==> config.mk <==
export PLATFORM = sky130hd
export DESIGN_NAME = instruction_fetch
export DESIGN_NICKNAME = d
export VERILOG_FILES = /design/src/rtl/fetch_pkg.sv /design/src/rtl/instruction_fetch.sv
export SDC_FILE = /design/constraint.sdc
export NUM_CORES = 1
export LEC_CHECK = 0
export CAP_MARGIN = 20
export CELL_PAD_IN_SITES_DETAIL_PLACEMENT = 0
export CELL_PAD_IN_SITES_GLOBAL_PLACEMENT = 1
export CORE_ASPECT_RATIO = 1.1
export CORE_MARGIN = 4
export CORE_UTILIZATION = 31
export DETAILED_ROUTE_END_ITERATION = 7
export PLACE_DENSITY = 0.81
export RECOVER_POWER = 100
export SLEW_MARGIN = 0
export SYNTH_ARGS = -nofsm -noshare
export SYNTH_HDL_FRONTEND = slang
export SYNTH_SLANG_ARGS = --single-unit
==> constraint.sdc <==
create_clock -name clk -period 2.25 [get_ports clk]
set_input_delay 0.45 -clock clk [delete_from_list [all_inputs] [get_ports clk]]
set_output_delay 0.45 -clock clk [all_outputs]
set_load 0.01 [all_outputs]
==> src/rtl/fetch_pkg.sv <==
// ----------------------------------------------------------------------------
// fetch_pkg
// Shared definitions for the instruction fetch stage:
//   - fetch_state_t : FSM state encoding (IDLE, FETCH, FAULT)
//   - DEFAULT_RESET_PC / DEFAULT_MEM_WORDS : default parameter values
//   - addr_invalid() : misalignment / out-of-range address check
//   - sat_inc16()    : saturating 16-bit increment
// ----------------------------------------------------------------------------
package fetch_pkg;

    typedef enum logic [1:0] {
        IDLE  = 2'd0,
        FETCH = 2'd1,
        FAULT = 2'd2
    } fetch_state_t;

    localparam logic [31:0] DEFAULT_RESET_PC  = 32'h0000_0000;
    localparam int          DEFAULT_MEM_WORDS = 128;

    // An address is unusable when it is not word aligned or its word index
    // lies beyond the end of the instruction memory. Only addr[31:2] takes
    // part in the range check.
    function automatic logic addr_invalid(input logic [31:0] addr,
                                          input logic [29:0] limit);
        return (addr[1:0] != 2'b00) || (addr[31:2] >= limit);
    endfunction

    // Counter increment that sticks at all-ones instead of wrapping.
    function automatic logic [15:0] sat_inc16(input logic [15:0] value);
        return (value == 16'hFFFF) ? 16'hFFFF : (value + 16'd1);
    endfunction

endpackage

==> src/rtl/instruction_fetch.sv <==
// ----------------------------------------------------------------------------
// instruction_fetch
// Single-stage instruction fetch with an IF/ID output register, valid/ready
// handshake towards decode, branch redirect, and a terminal fault state for
// misaligned or out-of-range PCs.
//
// Ports:
//   clk            in   1   clock, rising edge
//   rst            in   1   synchronous active-high reset
//   imem_addr      out  32  byte address to instruction memory (= PC)
//   imem_instr     in   32  combinational read data for imem_addr
//   branch_valid   in   1   redirect request
//   branch_target  in   32  redirect byte address
//   out_ready      in   1   decode accepts the IF/ID register
//   out_valid      out  1   IF/ID register holds a valid instruction
//   out_instr      out  32  fetched instruction
//   out_pc         out  32  address of out_instr
//   fault          out  1   sticky fetch fault
//   fetch_count    out  16  accepted instructions, saturating
// ----------------------------------------------------------------------------
module instruction_fetch #(
    parameter logic [31:0] RESET_PC  = fetch_pkg::DEFAULT_RESET_PC,
    parameter int          MEM_WORDS = fetch_pkg::DEFAULT_MEM_WORDS
) (
    input  logic        clk,
    input  logic        rst,
    output logic [31:0] imem_addr,
    input  logic [31:0] imem_instr,
    input  logic        branch_valid,
    input  logic [31:0] branch_target,
    input  logic        out_ready,
    output logic        out_valid,
    output logic [31:0] out_instr,
    output logic [31:0] out_pc,
    output logic        fault,
    output logic [15:0] fetch_count
);
    import fetch_pkg::*;

    localparam logic [29:0] MEM_LIMIT = 30'(MEM_WORDS);

    fetch_state_t state_r;
    logic [31:0]  pc_r;
    logic         fire_s;

    assign imem_addr = pc_r;
    assign fire_s    = out_valid && out_ready;

    // Fetch FSM: PC, IF/ID register, fault flag and accepted-instruction count.
    always_ff @(posedge clk) begin
        if (rst) begin
            state_r     <= IDLE;
            pc_r        <= RESET_PC;
            out_valid   <= 1'b0;
            out_instr   <= 32'h0000_0000;
            out_pc      <= 32'h0000_0000;
            fault       <= 1'b0;
            fetch_count <= 16'h0000;
        end else begin
            case (state_r)
                IDLE: begin
                    state_r <= FETCH;
                end
                FETCH: begin
                    // A fire is counted whatever else happens this cycle,
                    // including when a redirect flushes the register.
                    if (fire_s) begin
                        fetch_count <= sat_inc16(fetch_count);
                    end
                    if (branch_valid) begin
                        out_valid <= 1'b0;
                        if (addr_invalid(branch_target, MEM_LIMIT)) begin
                            state_r <= FAULT;
                            fault   <= 1'b1;
                        end else begin
                            pc_r <= branch_target;
                        end
                    end else if (!out_valid || out_ready) begin
                        // PC runs one past the last word after delivering it;
                        // the fault is raised here, when that PC would be
                        // fetched, so the last instruction is still handed on.
                        if (addr_invalid(pc_r, MEM_LIMIT)) begin
                            state_r   <= FAULT;
                            fault     <= 1'b1;
                            out_valid <= 1'b0;
                        end else begin
                            out_instr <= imem_instr;
                            out_pc    <= pc_r;
                            out_valid <= 1'b1;
                            pc_r      <= pc_r + 32'd4;
                        end
                    end else begin
                        // Stalled: everything holds.
                        out_valid <= out_valid;
                    end
                end
                FAULT: begin
                    out_valid <= 1'b0;
                    fault     <= 1'b1;
                end
                default: begin
                    state_r   <= FAULT;
                    fault     <= 1'b1;
                    out_valid <= 1'b0;
                end
            endcase
        end
    end

endmodule

## Yosys cells after proc, flatten, opt, wreduce, memory -nomap -nowiden

Index checks and enable logic that the tools add are counted.

- Add/sub/neg operators: 2
- $mul: 0
- Div/mod/pow operators: 0
- Magnitude comparators: 2
- Eq/ne operators: 8
- Shift-type cells: 0
- Multiplexer cells: 19
- Bitwise operators: 4
- Reduce and logical (&&, ||, !) cells: 15

Operators by type and width:

| cell | count |
|---|---|
| 2-to-1 mux 32 bit | 4 |
| greater-or-equal comparator 30 x 8 -> 1 bit, second input constant | 2 |
| adder 32 x 3 -> 32 bit, second input constant | 1 |
| adder 16 x 1 -> 16 bit, second input constant | 1 |
| == test 16 bit, second input constant | 1 |
| 2-to-1 mux 16 bit | 1 |
| AND reduction 4 bit | 4 |
| != test 3 bit, second input constant | 3 |
| 2-to-1 mux 2 bit | 4 |
| 2-to-1 mux 1 bit | 7 |
| case mux 2 bit (3 select lines) | 1 |
| nonzero test 2 bit | 3 |
| != test 2 bit, second input constant | 2 |
| inverter 1 bit | 4 |
| case mux 1 bit (2 select lines) | 2 |
| AND reduction 2 bit | 2 |
| logical OR 1 bit | 3 |
| == test 2 x 1 -> 1 bit, second input constant | 1 |
| == test 2 bit, second input constant | 1 |
| logical NOT 2 bit | 1 |
| logical AND 1 bit | 1 |
| logical NOT 1 bit | 1 |

- Register bits after elaboration: 116
- Bits in latches: 0
- Bits in writable memories: 0
- ROM bits: 0
- Output and inout port bits: 114
- Word-level logic and storage cells: 57
- Memories kept: 0

## Longest topological paths before layout

- Depth in word-level cells: 6
- Mapped depth: 7

## Worst setup path before layout

No wires, ideal clock.

- Path type: input -> register
- Start: in branch_target[30]
- End: reg pc_r[5], in the netlist imem_addr[5]
- Library setup time: 0.117 ns
- Arrival: 1.654 ns
- Data required time: 2.133 ns
- Slack: 0.478 ns
- Stages: 6
- Path buffers: 1
- Cell sequence: nor4b_1 > nand4_1 > nor3_2 > buf_4 > o22ai_1 > a32o_1

- Cells in the longest elaborated chain, start to end: 4

Ends and longest elaborated chain:

| what | line | source |
|---|---|---|
| start: declaration | instruction_fetch.sv:30 | `input logic [31:0] branch_target,` |
| greater-or-equal comparator 30 x 8 -> 1 bit | fetch_pkg.sv:25 | `return (addr[1:0] != 2'b00) \|\| (addr[31:2] >= limit);` |
| logical OR 1 bit | fetch_pkg.sv:25 |  |
| != test 2 bit (no source line) | -- |  |
| AND reduction 4 bit (no source line) | -- |  |
| end signal: assignment | instruction_fetch.sv:76 | `pc_r <= branch_target;` |
| end signal: assignment | instruction_fetch.sv:90 | `pc_r <= pc_r + 32'd4;` |
| end: declaration | instruction_fetch.sv:43 | `logic [31:0] pc_r;` |

No other way between the ends.
A chain may end at the register's enable or synchronous reset.

## Worst setup path in the final report

- Start: in branch_valid
- End: reg pc_r[8], in the netlist imem_addr[8]

- Cells in the longest elaborated chain, start to end: 2

Ends and longest elaborated chain:

| what | line | source |
|---|---|---|
| start: declaration | instruction_fetch.sv:29 | `input logic branch_valid,` |
| != test 2 bit (no source line) / nonzero test 2 bit (equally long branches) | -- |  |
| AND reduction 4 bit (no source line) | -- |  |

Parallel ways exist; a longest one is shown, timed or not.

==> impl_summary.log <==
[metrics] antenna-violating nets left: 0
[metrics] total core area: 13700 um2
[metrics] library cells used by synthesis: 46
[metrics] simple-gate share of the synthesized area: 0.281
[metrics] commonest cells after routing, fill and taps aside: dfxtp_1 (116), dlygate4sd3_1 (116), nand2_1 (90), clkdlybuf4s50_1 (64), a21oi_1 (56)
[metrics] fill count: 1327
[metrics] Crit. End Element: flop
[metrics] largest voltage drop on the vdd net: roughly 0.41 mV
[metrics] parity-gate share of the synthesized area counting xor and xnor cells: 0.0162
[metrics] vias in the first global route: 4253
[metrics] number of synthesized register bits: 116
[metrics] count of routing violations after the opening detailed-route iteration: 189
[metrics] residual DRC count: 0
[metrics] number of detailed-route iterations in the first pass: 4
[metrics] leakage power total: 3.00 nW
[metrics] area grow syn2layout: 62.1%
[metrics] number of instances in the synthesized netlist: 481
[metrics] worst min-delay path class: primary input to flop
[metrics] Main synth FF type: dfxtp_1
[metrics] global-route wire length before repair: 21.5 mm
[metrics] transition time of the tightest slew-check pin: 0.556 ns
[metrics] via count: 4232
[metrics] pin count of the biggest net entering global routing: 39
[metrics] later-pin clock latency in the skew report: 0.39 ns
[metrics] met2 demand-to-capacity share in global routing: 0.296
[metrics] mean instance size in the synthesized netlist: 8.99 um2
[metrics] utilization of the core after routing: 0.510
[metrics] count of hold buffers inserted by post-cts repair: 0
[metrics] final setup violation count: 0
[metrics] CTS tree: built
[metrics] mux share of post-synthesis cell area: 0.00463
[metrics] overall routing resource usage: 0.167
[metrics] areal power density over the cells: 761 nW/um2
[metrics] share of synthesized area occupied by flip-flops and latches: 0.537
[metrics] share of synthesized registers carrying an async set or reset: 0
[metrics] outcome: completed
[metrics] worst slew margin relative to its limit: 0.629
[metrics] Slew Viols, Final: 0
[metrics] FMAX: 474 MHz
[metrics] critical path start-end classification: primary input to flop
[metrics] number of enable flip-flop cells after synthesis: 0
[metrics] IO buf count: 181
[metrics] clock slew at reported path FFs: 0.05 ns
[metrics] layer carrying the most global-route usage: met2
[metrics] Die X-Extent: ~120 um
[metrics] placer's final routability congestion estimate: about 0.83
[metrics] met1 Usage GRT: 0.193
[metrics] Required @ worst endpoint: 2.53 ns
[metrics] CTS Root Cell: clkbuf_16
[metrics] number of antenna violations at the first check in global routing: 0
[metrics] layout cells sized above 1: 0.0870
[metrics] clock sinks: 116
[metrics] detailed placement HPWL: a little over 10 mm
[metrics] final hold vios: 0
[metrics] number of nets in the layout: 748
[metrics] compound-gate portion of the synthesized area: 0.115
[metrics] Tmin final: 2.11 ns
[metrics] initial core utilization: 0.315
[metrics] TritonCTS buffer count: 17
[metrics] Startpoint Class: primary input
[metrics] worst clock skew on the final layout: 0.00571 ns
[metrics] adder and majority gate portion of the synthesized area: 0.00868
[metrics] highest fanout seen on the critical path: 5
[metrics] setup repair after global routing missed its margin: false
[metrics] die footprint: 15900 um2
[metrics] Std-Cell Rows: 45
[metrics] largest family of logic cells by synthesized area: simple AND/OR/NAND/NOR gates
[metrics] routed via count divided by cell count: between 4 and 5
[metrics] sequential cell area: 2320 um2
[metrics] diode count: 0
[metrics] per-cell routed wire length: about 15 um
[metrics] fraction of the cycle the final worst path needs: 0.938
[metrics] Remaining Overflow, GRT: 0
[metrics] maximum root-to-sink buffer count: 2
[metrics] WL final: 13.4 mm
[metrics] number of top-level pins: 182
[metrics] multi-input gate area in the final layout: 1840 um2
[metrics] mapped cell area: between 4000 and 5000 um2
[metrics] data arrival time of the critical path: 2.39 ns
[metrics] Syn Nets: ~550
[metrics] Max Cap Violations: 0
[metrics] number of warnings issued by yosys: 0
[metrics] worst hold margin: 0.431 ns
[metrics] die height: 132 um
[metrics] CTS HTree Levels: 4
[metrics] met3 global-route usage: 0.0532
-- final timing paths --
| path | from | endpoint | slack (ns) | depth (start not counted) |
|---|---|---|---|---|
| hold reg to reg | out_pc[8] | out_pc[8] | 0.45 | 2 |
| setup reg to reg | state_r[1] | imem_addr[8] | 0.22 | 6 |
| hold / removal | rst | fetch_count[12] | 0.43 | 2 |
| setup / recovery | branch_valid | imem_addr[8] | 0.14 | 7 |
-- worst max-delay path, cell delays in order --
cell             delay, ns
clkdlybuf4s50_1       0.47
nor4b_1               0.26
nand4_1               0.24
nor3_2                0.38
clkbuf_1              0.21
nor2_1                0.11
o221a_1               0.27
-- cells by family after synthesis --
family,Yosys count
fa+ha+maj,3
mux,2
flops,116
simple gates,234
compound gates,82
xor+xnor,8
buf+inv,36
-- stage by stage --
stage | cell area (um2) | std cells | power [W] | setup TNS (ns) | setup WS (ns)
after global routing | 7010 | 878 | 0.00556 | 0 | 0.0179
after CTS | 7050 | 878 | 0.00543 | 0 | 0.122
after detailed placement | 6450 | 846 | 0.00273 | -12.31 | -0.285
after floorplan | 4330 | 481 | 0.00241 | 0 | 0.478
final | 7010 | 878 | 0.00533 | 0 | 0.138
after global placement | 6450 | 846 | 0.00272 | -9.27 | -0.207
-- repair_timing --
item | 4_1_cts | 5_1_grt
resized for setup | 0 | 1
endpoints found under the setup margin | 0 | 15
setup buffers | 0 | 0
hold endpoints to repair | 0 | 0
-- flip-flops by register name, indices dropped and copies added, names as in the netlist --
signal and count:
out_pc 32, out_valid 1, state_r 2, out_instr 32, imem_addr 32, fault 1
fetch_count 16
-- layer usage --
layer,vias up,part of all wire
li1,2094,-
met1,1987,0.42
met2,143,0.51
met3,8,0.062
met4,0,0.0065
met5,-,0
-- where the power goes --
part / total, W / leakage [nW] / internal (W) / switching [W]
combinational: 0.000497 / 1.78 / 0.000256 / 0.000240
clock: 0.00268 / 0.285 / 0.00177 / 0.000919
sequential: 0.00215 / 0.938 / 0.00211 / 0.0000423
-- layout make-up --
| cell class | instances | area share |
|---|---|---|
| timing repair buffer | 207 | 0.284 |
| inverter | 6 | 0.00321 |
| clock buffer | 19 | 0.0632 |
| tap | 188 | 0.0335 |
| multi-input combinational | 329 | 0.262 |
| sequential | 116 | 0.331 |
| clock inverter | 13 | 0.0225 |
-- cells in the mapped netlist, types with 2 or more instances --
cell	instances	area share
nand2b_1	3	0.0043
nand3_1	12	0.014
o21a_1	3	0.0052
o21ai_0	3	0.0035
nor4_1	20	0.029
clkbuf_1	18	0.016
dfxtp_1	116	0.54
a31oi_1	4	0.0058
a21oi_1	56	0.065
nor2_1	21	0.018
buf_4	2	0.0035
nor4b_1	4	0.0081
and4_1	4	0.0081
and2_1	15	0.022
xor2_1	7	0.014
ha_1	3	0.0087
nor3_1	10	0.012
mux2i_1	2	0.0046
nand2_1	90	0.078
and3_1	27	0.039
buf_2	9	0.010
nand4_1	10	0.014
o31ai_1	2	0.0035
inv_1	6	0.0052
a22o_1	2	0.0041
nor3b_1	11	0.019
o221a_1	2	0.0052
Note: power is estimated with default switching activity, not from simulation.
